[config.mk]
export PLATFORM = sky130hd
export DESIGN_NAME = rioencoder_tracker
export DESIGN_NICKNAME = d
export VERILOG_FILES = /design/src/rtl/rioencoder_tracker.sv
export SDC_FILE = /design/constraint.sdc
export NUM_CORES = 1
export LEC_CHECK = 0
export BUFFER_PORTS_ARGS = -buffer_cell sky130_fd_sc_hd__buf_2
export CORE_UTILIZATION = 60
export DETAILED_ROUTE_END_ITERATION = 8
export PLACE_DENSITY = 0.8
export SLEW_MARGIN = 20
export SYNTH_ARGS = -nofsm -noshare
export SYNTH_HDL_FRONTEND = slang
export SYNTH_SLANG_ARGS = --single-unit
[constraint.sdc]
create_clock -name clk -period 19.4 [get_ports clk]
set_clock_uncertainty 0.2 [all_clocks]
set_input_delay 1.94 -clock clk [delete_from_list [all_inputs] [get_ports clk]]
set_output_delay 1.94 -clock clk [all_outputs]
set_load 0.01 [all_outputs]
[src/rtl/rioencoder_tracker.sv]
// Multi-turn position tracker fed by the absolute-encoder receiver: merges angle/revs
// into a 48-bit position with zero offset, jump rejection, windowed velocity and link timeout.
module rioencoder_tracker #(
  parameter int ClkFrequency = 12000000,
  parameter int TimeoutUs    = 1000,
  parameter int MaxStep      = 16384,
  parameter int RejectLimit  = 3,
  parameter int VelShift     = 4
) (
  input  logic        clk,
  input  logic        rst_n,
  input  logic        in_valid,
  input  logic [15:0] angle,
  input  logic [31:0] revs,
  input  logic        zero,
  output logic        out_valid,
  output logic [47:0] position,
  output logic [31:0] delta,
  output logic [31:0] velocity,
  output logic        stale,
  output logic        jump_fault
);

  localparam int TimeoutCyc = ClkFrequency / 1000000 * TimeoutUs;
  localparam int TmoW       = $clog2(TimeoutCyc + 1);
  localparam int RejW       = $clog2(RejectLimit + 1);
  localparam int WinW       = VelShift + 1;

  localparam logic [1:0] ST_INIT  = 2'd0;
  localparam logic [1:0] ST_TRACK = 2'd1;
  localparam logic [1:0] ST_STALE = 2'd2;

  localparam logic signed [47:0] MaxStepS = 48'(MaxStep);
  localparam logic signed [47:0] SatHi    = 48'sh0000_7FFF_FFFF;
  localparam logic signed [47:0] SatLo    = 48'shFFFF_8000_0000;

  function automatic logic [31:0] sat32(input logic signed [47:0] v);
    if (v > SatHi)      return 32'h7FFF_FFFF;
    else if (v < SatLo) return 32'h8000_0000;
    else                return v[31:0];
  endfunction

  logic [1:0]             state;
  logic signed [47:0]     prev;
  logic signed [47:0]     offset;
  logic signed [47:0]     win_sum;
  logic [WinW-1:0]        win_cnt;
  logic [RejW-1:0]        rej_cnt;
  logic [TmoW-1:0]        tmo_cnt;

  logic signed [47:0]     raw;
  logic signed [47:0]     d;
  logic signed [47:0]     win_sum_acc;
  logic signed [47:0]     prev_nxt;
  logic signed [47:0]     offset_nxt;
  logic                   step_ok;
  logic                   tracking;
  logic                   load;
  logic                   track_acc;
  logic                   reject;
  logic                   accept;
  logic                   timeout;
  logic                   win_done;

  assign raw      = {revs, angle};
  assign d        = raw - prev;
  // NOTE: signed range test, so d = -2^47 (whose magnitude overflows) is rejected naturally.
  assign step_ok  = (d >= -MaxStepS) && (d <= MaxStepS);
  assign tracking = (state == ST_TRACK);

  // Any sample outside TRACK reloads; so does the final reject of a consecutive run.
  assign load      = in_valid && (!tracking ||
                     (!step_ok && rej_cnt == RejW'(RejectLimit - 1)));
  assign track_acc = in_valid && tracking && step_ok;
  assign reject    = in_valid && tracking && !step_ok;
  assign accept    = load || track_acc;
  assign timeout   = !in_valid && tracking && (tmo_cnt == TmoW'(TimeoutCyc - 1));

  assign prev_nxt    = accept ? raw : prev;
  assign offset_nxt  = zero ? prev_nxt : offset;
  assign win_sum_acc = win_sum + d;
  assign win_done    = (win_cnt == WinW'((1 << VelShift) - 1));

  // NOTE: all state below uses non-blocking assignments so every register samples
  // the same pre-edge values regardless of statement order.
  always_ff @(posedge clk or negedge rst_n) begin
    if (!rst_n) begin
      state      <= ST_INIT;
      prev       <= '0;
      offset     <= '0;
      win_sum    <= '0;
      win_cnt    <= '0;
      rej_cnt    <= '0;
      tmo_cnt    <= '0;
      out_valid  <= 1'b0;
      position   <= '0;
      delta      <= '0;
      velocity   <= '0;
      stale      <= 1'b1;
      jump_fault <= 1'b0;
    end else begin
      out_valid <= accept;
      prev      <= prev_nxt;
      offset    <= offset_nxt;

      if (accept || zero)
        position <= prev_nxt - offset_nxt;

      if (in_valid)
        tmo_cnt <= '0;
      else if (tmo_cnt != TmoW'(TimeoutCyc))
        tmo_cnt <= tmo_cnt + 1'b1;

      // A zero request clears the fault even when it coincides with a rejected sample.
      if (zero)
        jump_fault <= 1'b0;
      else if (reject)
        jump_fault <= 1'b1;

      if (load) begin
        state   <= ST_TRACK;
        stale   <= 1'b0;
        delta   <= '0;
        win_sum <= '0;
        win_cnt <= '0;
        rej_cnt <= '0;
      end else if (track_acc) begin
        delta   <= sat32(d);
        rej_cnt <= '0;
        if (win_done) begin
          velocity <= sat32(win_sum_acc);
          win_sum  <= '0;
          win_cnt  <= '0;
        end else begin
          win_sum <= win_sum_acc;
          win_cnt <= win_cnt + 1'b1;
        end
      end else if (reject) begin
        rej_cnt <= rej_cnt + 1'b1;
      end else if (timeout) begin
        state    <= ST_STALE;
        stale    <= 1'b1;
        velocity <= '0;
        win_sum  <= '0;
        win_cnt  <= '0;
      end
    end
  end

endmodule

Word level (Yosys, flattened, before mapping)

Index checks and enable logic that the tools add are counted.

Bitwise logic cells: 1
Multiplexer cells: 37
Reductions and logical operators: 24
Order comparisons: 6
Add/subtract/negate cells: 6
Eq/ne operators: 10

Operators by type and width:

| cell                                                                | count |
|---|---|
| two-way mux 48 bit                                                  | 7 |
| two-way mux 32 bit                                                  | 10 |
| > comparator 48 x 32 -> 1 bit, second input constant                | 2 |
| < comparator 48 x 32 -> 1 bit, second input constant                | 2 |
| subtractor 48 bit                                                   | 2 |
| adder 48 bit                                                        | 1 |
| greater-or-equal comparator 48 x 15 -> 1 bit, second input constant | 1 |
| <= comparator 48 x 16 -> 1 bit, second input constant               | 1 |
| two-way mux 14 bit                                                  | 2 |
| two-way mux 5 bit                                                   | 5 |
| adder 14 x 1 -> 14 bit, second input constant                       | 1 |
| equality test 14 bit, second input constant                         | 1 |
| two-way mux 2 bit                                                   | 7 |
| != test 14 bit, second input constant                               | 1 |
| nonzero test 2 bit                                                  | 5 |
| logical AND 1 bit                                                   | 8 |
| two-way mux 1 bit                                                   | 6 |
| != test 2 bit, second input constant                                | 3 |
| nonzero test 3 bit                                                  | 2 |
| adder 5 x 1 -> 5 bit, second input constant                         | 1 |
| equality test 5 x 4 -> 1 bit, second input constant                 | 1 |
| AND reduction 4 bit                                                 | 1 |
| zero test 1 bit                                                     | 3 |
| logical OR 1 bit                                                    | 3 |
| other kinds (8)                                                     | 8 |

Word-level logic and storage cells: 97
Bits in registers: 282

Depth between registers and ports, before layout

Gate-level depths: netlist (run 1).

Depth after elaboration: 11
Gate-level depth with buffers: 42
Depth with buffers taken out: 38

Worst setup path after synthesis (run 1)

No wires, ideal clock.

Path kind: input port to flip-flop
Start point: in angle[0]
End point: reg position[47]
Setup slack: 9,921 ps
Arrival: 9,156 ps
Cell stages on the path: 40
Cell sequence: inv_1 > ha_1 > inv_1 > fa_1 > a21o_1 > nand4_1 > a21oi_2 > or3_1 > a2111o_1 > or4_1 > o41ai_2 > and4_4 > and3_1 > buf_6 > o31ai_4 > inv_4 > buf_12 > buf_6 > (+4 left out) > ha_1 > nor2b_1 > o21ai_0 > nand2b_1 > and2_1 > o21ai_0 > nand2b_1 > and2_1 > o21a_1 > nor2_1 > a311oi_1 > nor3_2 > a211oi_4 > o41ai_4 > a41o_2 > o221ai_2 > o22a_1 > o2bb2a_2

Longest elaborated chain between the ends: 11
Elaborated cells on any way between the ends: 14
Those cells by class: add/sub (2); order compare (2); mux (2); reduce/logical (8)

RTL lines:

| what                                                                                                  | RTL line | source |
|---|---|---|
| start: declaration                                                                                    | 13       | `input logic [15:0] angle,` |
| subtractor 48 bit                                                                                     | 66       | `assign d = raw - prev;` |
| greater-or-equal comparator 48 x 15 -> 1 bit / <= comparator 48 x 16 -> 1 bit (equally long branches) | 68       | `assign step_ok = (d >= -MaxStepS) && (d <= MaxStepS);` |
| logical AND 1 bit                                                                                     | 68       |  |
| zero test 1 bit                                                                                       | 73       | `(!step_ok && rej_cnt == RejW'(RejectLimit - 1)));` |
| logical AND 1 bit                                                                                     | 73       |  |
| logical OR 1 bit                                                                                      | 72       | `assign load = in_valid && (!tracking \|\|` |
| logical AND 1 bit                                                                                     | 72       |  |
| logical OR 1 bit                                                                                      | 76       | `assign accept = load \|\| track_acc;` |
| two-way mux 48 bit                                                                                    | 79       | `assign prev_nxt = accept ? raw : prev;` |
| two-way mux 48 bit                                                                                    | 80       | `assign offset_nxt = zero ? prev_nxt : offset;` |
| subtractor 48 bit                                                                                     | 107      | `position <= prev_nxt - offset_nxt;` |
| end signal: assignment                                                                                | 107      |  |
| end: declaration                                                                                      | 17       | `output logic [47:0] position,` |

Several ways; a longest one is shown, not always the timed one.
A chain may end at the register's enable or synchronous reset.

Final worst setup path (run 1)

Start point: in angle[0]
End point: reg position[40]

The elaborated chain is that of the path after synthesis.

==> qor.yml, run 1 <==
setup_path:
  required_ps: 19630
  cp_data_arrival_time_ps: 11250
  r2r_cells: 32
  critPathLaunch: "angle[0]"
  timing.rr.start: "prev[7]"
  crit_slowest_cell: "nor3_2"
  critical-path-max-stage-delay_ps: 880
  cp-endpoint: "position[40]"
  crit_type: "input port to flop"
  cp_max_fo: 58
  reg2reg_to: "position[40]"
  ff2ff_setup_slack_ps: 9540
  cpMostUsedCell: "a21o_1"
  worstSetupStartpointType: "input port"
  critPathCaptureType: "flop"
floorplanning:
  die_w_um: 190
  io_pins: 167
  die_area_um2: 36300
  fp.dieH_um: 190
  row_count: 68
  core-area_um2: 34700
  initial_core_util_pct: 61.4
yosys:
  synth_cell_types: 119
  synthSimpleGateAreaFrac_pct: 18.9
  ys_seq_elements: 282
  yosys.area.top_type_share_pct: 33.0
  synth_flop_cell: "dfrtp_1"
  synth_area_leaders: "dfrtp_1 33%, ha_1 6.9%, a21oi_1 6.6%"
  syn_area_um2: 21300
  synth.mux.area_fraction_pct: 1.84
  synth-edff-count: 0
  synth-xor-area-share_pct: 5.75
  synth_top_family_by_area: "compound AO/OA/AOI/OAI gates"
  ys_seq_area_share_pct: 33.1
  postSynth.asyncResetShare_pct: 100
  ys_warn_count: 0
  syn_avg_cell_area_um2: 8.14
  synth_top_area_cell: "dfrtp_1"
  synth_compound_area_share_pct: 27.0
  synthAdderAreaFrac_pct: 7.59
  syn-num-nets: 2789
  syn_inst: 2617
pwr:
  clock_power_share_pct: 15.7
  pwr-share-seq_pct: 19.8
  power_density_nw_per_um2: 181
  vdd_drop_max_uv: 110
  p_int_mw: 2.11
  power_frac_comb_pct: 64.5
  p_sw_mw: 2.16
  sw_frac_of_total_pct: 50.6
  leakagePower_nw: 11.1
status:
  status: "finished, final reports clean"
global_route:
  grt_pass1_wl_um: 105000
  gr-total-overflow: 0
  grt_use_total_pct: 36.5
  grt_pass1_vias: 19700
  grt_max_degree: 78
  antenna_found_initial: 1
sta:
  hold_violations: 0
  rsz0062_at_grt: "false"
  slew_violations: 0
  worstMarginPinSlew_ps: 1190
  final-setup-viol-count: 0
  min_period_over_period_pct: 56.8
  timing.slew.headroom_pct: 20.0
  tns_ps: 0
  post-route-min-period_ps: 11020
  max_freq_ghz: 0.0908
placement:
  dp_hpwl_um: 49900
  port_buffers: 166
  gp_congestion: 0.986
  placed_area_um2: 22300
clock_tree:
  cts_tree: "done"
  numCtsBuffers: 34
  htree_levels: 2
  clk_pin_slew_ps: 60
  cts_resized: 0
  cts_setup_buffers: 0
  cts_hold_buffers: 0
  numClockSinks: 282
  root_buffer: "clkbuf_16"
  clock_latency_ps: 530
  cts_buffer_depth: 3
hold_path:
  holdCritStartpoint: "stale"
  hold_path_class: "flop to flop"
route:
  drtAntennaViolNets: 0
  drc: 0
  routed-via-count: 20600
  via_per_inst: 6.45
  drt-total-wl_um: 66100
  wl_per_cell_um: 20.7
  drt-initial-drc-count: 2045
  first_pass_iters: 5
finish:
  nets: 2883
  final_cell_area_um2: 23500
  layout_commonest_cell: "dfrtp_1"
  num_antenna_cells: 0
  drive_above_1_share_pct: 12.2
  mostFrequentLayoutCells: "281 x dfrtp_1, 279 x a21oi_1, 254 x nand2_1"
  areaGrowthSynthToFinish_pct: 10.4
  n_fill_cell: 2852
  multi_input_area_um2: 13000
  regArea_um2: 7060
job:
  drv_cap: 0
## kinds of logic (layout without fill, tap and decap cells)
kind of cell             Yosys count  in the layout
multiplexers                      32             32
adder cells (fa/ha/maj)          129            129
buffers and inverters            305            424
flip-flops                       282            282
XOR/XNOR                         140            140
AO/OA/AOI/OAI                    892            892
AND/OR/NAND/NOR                  837            837
## stage by stage
step                power, mW  util [%]  worst slack [ps]  std cells  hold slack (ps)
floorplan                2.77         -              9920       2617              253
global placement         3.46      64.3              8390       3130              248
detailed placement       3.51      64.3              8120       3130              256
CTS                      4.20      67.8              8660       3191              265
global route             4.55      67.8              7750       3191              287
finish                   4.27      67.8              8380       3191              261
## sequential cells by signal (all words and copies together), names as in the netlist, 2 cells and up
name	count
win_cnt	5
state	2
prev	48
rej_cnt	2
tmo_cnt	14
velocity	32
offset	48
delta	32
win_sum	48
position	48
## layout make-up
class / count / share of cell area (%)
multi-input combinational: 2030 / 55.5
sequential: 282 / 30.0
clock buffer: 47 / 4.35
timing repair buffer: 185 / 4.19
inverter: 178 / 2.85
tap: 455 / 2.42
clock inverter: 14 / 0.713
## power groups by stage
stage               clock, mW  combinational, mW  sequential [mW]
floorplan                   0               1.94            0.829
global placement            0               2.62            0.844
detailed placement          0               2.66            0.847
CTS                     0.680               2.68            0.840
global route            0.700               2.99            0.857
finish                  0.672               2.75            0.844
## worst max-delay path, delay by kind of cell
kind | cells | cell delay [ps]
simple gates | 7 | 2620
xor+xnor | 1 | 270
buf+inv | 5 | 1430
fa+ha+maj | 3 | 940
compound gates | 17 | 4020
## synthesized netlist by cell type, types with 32 or more instances
library cell    n
nand2_1       254
nand4_1        40
xor2_1         56
xnor2_1        84
buf_2          32
clkbuf_1       78
dfrtp_1       281
ha_1          117
inv_1         175
nand3_1        46
o21ai_0       207
a21o_1         81
nor3_1         47
a21oi_1       279
nor2_1        243
## worst min-delay path by stage
stage | end | slack [ps] | cells past startpoint
6_report | stale | 260 | 2
5_1_grt | stale | 290 | 2
2_1_floorplan | state[0] | 250 | 2
3_3_place_gp | stale | 250 | 2
4_1_cts | stale | 260 | 2
3_5_place_dp | stale | 260 | 2
## per-layer routing
metal,vias up,routed length [µm],GRT usage (%)
li1,9600,-,-
met1,9867,29000,51.2
met2,978,30000,58.7
met3,136,4890,3.83
met4,0,2180,12.1
met5,-,0,0
Power figures use the tool's default switching activity.
==> run 2: changes to the inputs <==
Clock period 19.4 ns to 10.3 ns, I/O delays scaled along.
==> run 2 against run 1 <==
Non-clock buffer count increased by 7. Critical path depth increased by 2. Register-to-register slack got worse by 8000 ps. Core utilization decreased by 0.058 points. Global-route usage increased by 0.69 points. Sequential share of layout area about the same. Setup slack got worse by 7100 ps. Combinational power increased by 91%. Flip-flop and latch count unchanged. Cell count about the same.
==> qor.yml, run 2 (synthesis results as in run 1) <==
status:
  status: "finished, final reports clean"  # unchanged
setup_path:
  cp_max_fo: 6  # was 58
  crit_type: "input port to flop"  # unchanged
  critical-path-max-stage-delay_ps: 480  # was 880 ps
  crit_slowest_cell: "o211ai_1"  # was nor3_2
  worstSetupStartpointType: "input port"  # unchanged
  critPathCaptureType: "flop"  # unchanged
  required_ps: 10600  # was 19,630 ps
  cp_data_arrival_time_ps: 9340  # was 11,250 ps
clock_tree:
  clk_pin_slew_ps: 60  # about the same
  cts_hold_buffers: 0  # unchanged
  numClockSinks: 282  # unchanged
  root_buffer: "clkbuf_16"  # unchanged
  cts_tree: "done"  # unchanged
  htree_levels: 1  # was 2
  cts_setup_buffers: 0  # unchanged
  clock_latency_ps: 600  # was 530 ps
  numCtsBuffers: 30  # was 34
  cts_buffer_depth: 3  # unchanged
  cts_resized: 0  # unchanged
floorplanning:
  io_pins: 167  # unchanged
  fp.dieH_um: 190  # unchanged
  die_w_um: 190  # unchanged
  die_area_um2: 36300  # unchanged
  initial_core_util_pct: 61.4  # unchanged
  row_count: 68  # unchanged
  core-area_um2: 34700  # unchanged
sta:
  worstMarginPinSlew_ps: 1160  # was 1190 ps
  hold_violations: 0  # unchanged
  final-setup-viol-count: 0  # unchanged
  max_freq_ghz: 0.111
  post-route-min-period_ps: 9030
  timing.slew.headroom_pct: 22.0  # was 20.0%
  slew_violations: 0  # unchanged
  whs_ps: 182  # was 261 ps
  rsz0062_at_grt: "false"  # unchanged
  tns_ps: 0  # unchanged
  min_period_over_period_pct: 87.7
hold_path:
  hold_path_class: "input port to asynchronous set/reset pin"  # was flop to flop
finish:
  drive_above_1_share_pct: 12.3  # was 12.2%
  layout_commonest_cell: "dfrtp_1"  # unchanged
  nets: 2886  # was 2,883
  num_antenna_cells: 0  # unchanged
  areaGrowthSynthToFinish_pct: 10.3  # was 10.4%
  mostFrequentLayoutCells: "281 x dfrtp_1, 279 x a21oi_1, 254 x nand2_1"  # unchanged
route:
  wl_per_cell_um: 21.2  # was 20.7 µm
  drtAntennaViolNets: 0  # unchanged
  drt-total-wl_um: 67700  # was 66,100 µm
  drc: 0  # unchanged
  via_per_inst: 6.52  # was 6.45
  drt-initial-drc-count: 2104  # was 2,045
  first_pass_iters: 5  # unchanged
  routed-via-count: 20800  # was 20,600
pwr:
  p_total_mw: 8.05  # was 4.27 mW
  power_density_nw_per_um2: 343  # was 181 nW/µm²
  leakagePower_nw: 11.1  # about the same
  vdd_drop_max_uv: 228  # was 110 µV
placement:
  dp_hpwl_um: 51500  # was 49,900 µm
  port_buffers: 166  # unchanged
  gp_congestion: 1.08  # was 0.986
job:
  drv_cap: 0  # unchanged
global_route:
  grt_pass1_wl_um: 107000  # was 105,000 µm
  grt_pass1_vias: 19900  # was 19,700
  grt_max_degree: 85  # was 78
  antenna_found_initial: 1  # unchanged
  grt_use_total_pct: 37.1  # was 36.5%
  gr-total-overflow: 0  # unchanged
[run 2: changes by cell type in the layout (fill, tap and decap cells not counted), sizes merged]
cell | previous run | this run
clkbuf | 47 | 38
clkinv | 7 | 11
clkinvlp | 3 | 1
bufinv | 3 | 7
buf | 185 | 192
inv | 179 | 177
[run 2: path summary, 6_finish.rpt]
| check | from | end | slack, ps | depth (start not counted) |
|---|---|---|---|---|
| max | angle[0] | position[44] | 1270 | 35 |
| min | rst_n | win_sum[36] | 180 | 1 |
| max reg2reg | prev[27] | position[44] | 1500 | 33 |
| min reg2reg | stale | stale | 260 | 2 |
| max in group asynchronous | rst_n | position[11] | 7610 | 3 |
| min in group clk | stale | stale | 260 | 2 |
[run 2: routing by layer]
| layer | GRT usage (%) | routed length, µm | vias to the layer above |
|---|---|---|---|
| met5 | 0 | 8 | - |
| met4 | 11.7 | 1950 | 2 |
| met1 | 51.3 | 29000 | 10000 |
| met3 | 4.90 | 5530 | 154 |
| met2 | 60.3 | 31300 | 1051 |
| li1 | - | - | 9589 |
[run 2: power by group]
group	leakage, nW	internal (mW)	switching, mW	total (mW)
Clock	0.545	0.741	0.486	1.23
Combinational	7.03	1.83	3.40	5.24
Sequential	3.56	1.38	0.208	1.59
Total	11.1	3.95	4.10	8.05
[run 2: cell type report]
| class | count | area (µm²) |
|---|---|---|
| clock inverter | 18 | 294 |
| fill | 2870 | 11200 |
| timing repair buffer | 192 | 1040 |
| clock buffer | 38 | 821 |
| inverter | 178 | 671 |
| sequential | 282 | 7060 |
| tap | 455 | 569 |
| multi-input combinational | 2030 | 13000 |
[run 2: critical path, delay by kind of cell]
| family | cells | cell delay (ps) |
|---|---|---|
| adders and majority gates | 4 | 1290 |
| xor gates and xnor gates | 1 | 440 |
| buffers and inverters | 3 | 250 |
| AOI/OAI and AO/OA | 15 | 3340 |
| and+or+nand+nor | 11 | 2580 |
| muxes | 1 | 390 |
[run 2: stage by stage]
step | instances | utilization, % | area (µm²) | worst slack, ps
floorplan | 2617 | - | 21300 | 1730
global placement | 3136 | 64.4 | 22400 | 1080
detailed placement | 3137 | 64.5 | 22400 | 864
CTS | 3193 | 67.7 | 23500 | 1460
global route | 3193 | 67.7 | 23500 | 747
finish | 3193 | 67.7 | 23500 | 1270
==> run 3: changes to the inputs <==
Settings changed: CORE_UTILIZATION 60 to 56, PLACE_DENSITY 0.8 to 0.78.
Clock period 10.3 ns to 7.83 ns, I/O delays scaled along.
==> run 3 against run 2 <==
Cell count increased by 13%. Final area increased by 14%. Critical path type unchanged. Clock power increased by 41%. Non-clock buffer count increased by 367. Die area increased by 7.1%. Critical path depth increased by 4. Routed wire length increased by 4.2%.
==> qor.yml, run 3 (synthesis results as in run 1) <==
status:
  status: "finished, final reports clean"  # unchanged
floorplanning:
  core-area_um2: 37600  # was 34,700 µm²
  row_count: 71  # was 68
  fp.dieH_um: 197  # was 190 µm
  initial_core_util_pct: 56.7  # was 61.4%
  io_pins: 167  # unchanged
  die_w_um: 197  # was 190 µm
  die_area_um2: 38800  # was 36,300 µm²
placement:
  place_inst: 3543  # was 3,137
  port_buffers: 166  # unchanged
  dp_hpwl_um: 54100  # was 51,500 µm
  gp_congestion: 0.983  # was 1.08
  placed_area_um2: 25100  # was 22,400 µm²
  dp_worst_setup_slack_ps: -399  # was 864 ps
setup_path:
  critical-path-max-stage-delay_ps: 460  # was 480 ps
  crit_type: "input port to flop"  # unchanged
  reg2reg_to: "position[41]"  # was position[44]
  critPathCaptureType: "flop"  # unchanged
  timing.rr.start: "prev[0]"  # was prev[27]
  cp_data_arrival_time_ps: 8010  # was 9340 ps
  worstSetupStartpointType: "input port"  # unchanged
  r2r_cells: 37  # was 33
  crit_slowest_cell: "o31ai_4"  # was o211ai_1
  cp_max_fo: 5  # was 6
  ff2ff_setup_slack_ps: 90  # was 1500 ps
  cpMostUsedCell: "buf_4"
  required_ps: 8060  # was 10,600 ps
pwr:
  vdd_drop_max_uv: 339  # was 228 µV
  clock_power_share_pct: 13.9  # was 15.2%
  power_density_nw_per_um2: 466  # was 343 nW/µm²
  power_frac_comb_pct: 69.5  # was 65.1%
  p_total_mw: 12.5  # was 8.05 mW
  sw_frac_of_total_pct: 47.0  # was 50.9%
  p_sw_mw: 5.87  # was 4.10 mW
  p_int_mw: 6.63  # was 3.95 mW
  leakagePower_nw: 13.1  # was 11.1 nW
  pwr-share-seq_pct: 16.6  # was 19.7%
global_route:
  grtUsageMet1_pct: 48.0  # was 51.3%
  grtUsageMet3_pct: 3.86  # was 4.90%
  grt_max_degree: 161  # was 85
  grt_use_total_pct: 35.7  # was 37.1%
  grt_pass1_wl_um: 110000  # was 107,000 µm
  gr-total-overflow: 0  # unchanged
  antenna_found_initial: 1  # unchanged
  grt.busiest_layer: "met2"  # unchanged
  grt_pass1_vias: 20900  # was 19,900
  use_met2_pct: 58.6  # was 60.3%
route:
  via_per_inst: 6.05  # was 6.52
  wl_per_cell_um: 19.5  # was 21.2 µm
  drc: 0  # unchanged
  drt-total-wl_um: 70600  # was 67,700 µm
  drt-initial-drc-count: 1726  # was 2,104
  drtAntennaViolNets: 0  # unchanged
  routed-via-count: 21900  # was 20,800
  first_pass_iters: 5  # unchanged
sta:
  whs_ps: 269  # was 182 ps
  timing.slew.headroom_pct: 35.0  # was 22.0%
  post-route-min-period_ps: 7780
  tns_ps: 0  # unchanged
  hold_violations: 0  # unchanged
  slew_violations: 0  # unchanged
  max_freq_ghz: 0.128
  final-setup-viol-count: 0  # unchanged
  min_period_over_period_pct: 99.4
  worstMarginPinSlew_ps: 973  # was 1160 ps
  rsz0062_at_grt: "true"  # was false
  finalWorstSetupSlack_ps: 47.7  # was 1270 ps
finish:
  nets: 3257  # was 2,886
  layout_commonest_cell: "buf_4"  # was dfrtp_1
  n_fill_cell: 3030  # was 2,870
  multi_input_area_um2: 13400  # was 13,000 µm²
  mostFrequentLayoutCells: "387 x buf_4, 281 x dfrtp_1, 272 x a21oi_1"  # was 281 x dfrtp_1, 279 x a21oi_1, 254 x nand2_1
  regArea_um2: 7060  # unchanged
  utilization_pct: 71.5  # was 67.7%
  areaGrowthSynthToFinish_pct: 26.1  # was 10.3%
  final_cell_area_um2: 26900  # was 23,500 µm²
  drive_above_1_share_pct: 24.6  # was 12.3%
  finalNonFillerCells: 3622  # was 3,193
clock_tree:
  cts_tree: "done"  # unchanged
  cts_buffer_depth: 3  # unchanged
  htree_levels: 2  # was 1
  clk_pin_slew_ps: 60  # about the same
  root_buffer: "clkbuf_16"  # unchanged
  numClockSinks: 282  # unchanged
  numCtsBuffers: 34  # was 30
  clock_latency_ps: 550  # was 600 ps
hold_path:
  hold_end: "stale"
  holdCritStartpoint: "stale"
  min_delay_path_depth: 2
  hold_path_class: "flop to flop"  # was input port to asynchronous set/reset pin
job:
  drv_cap: 0  # unchanged
==> run 3: cell types whose count changed in the layout (fill, tap and decap cells not counted), moves of 6 or more <==
cell and change:
a21oi_1 -7, buf_4 +361, o21ai_0 -6, a21oi_2 +6
nor3_1 -6
==> run 3: worst max path at each step <==
stage,startpoint,to,slack [ps],cells after the start
floorplan,angle[0],position[47],-100,40
global placement,angle[0],position[39],-380,42
detailed placement,angle[0],position[44],-400,35
CTS,prev[12],position[40],110,34
global route,angle[0],position[34],-230,37
finish,angle[0],position[41],50,39
==> run 3: layer usage <==
metal | routed length [µm] | vias up
li1 | - | 10300
met1 | 30400 | 10600
met2 | 33400 | 854
met3 | 4210 | 147
met4 | 2620 | 0
met5 | 0 | -
==> run 3: power by group through the flow <==
stage / Clock, mW / Sequential, mW / Combinational, mW
6_report: 1.74 / 2.08 / 8.69
3_5_place_dp: 0 / 2.08 / 8.14
4_1_cts: 1.76 / 2.07 / 8.20
3_3_place_gp: 0 / 2.07 / 8.00
2_1_floorplan: 0 / 2.05 / 4.84
5_1_grt: 1.82 / 2.11 / 9.36
==> run 3: final cells by class <==
class	instances	area share, %
clock buffer	46	3.75
tap	511	2.38
multi-input combinational	2030	49.9
clock inverter	15	0.876
inverter	178	2.51
antenna	1	0.00931
sequential	282	26.3
timing repair buffer	559	14.3
==> run 3: critical path, delay by kind of cell <==
kind | cells | cell delay [ps]
compound gates | 16 | 3260
buf+inv | 7 | 780
simple gates | 12 | 2230
mux | 1 | 170
fa+ha+maj | 3 | 760
==> run 3: what timing repair did <==
action,4_1_cts,5_1_grt
endpoints found under the setup margin,0,32
gates resized for setup,0,72
endpoints found under the hold margin,53,0
hold buffers,1,0
buffers inserted,0,16
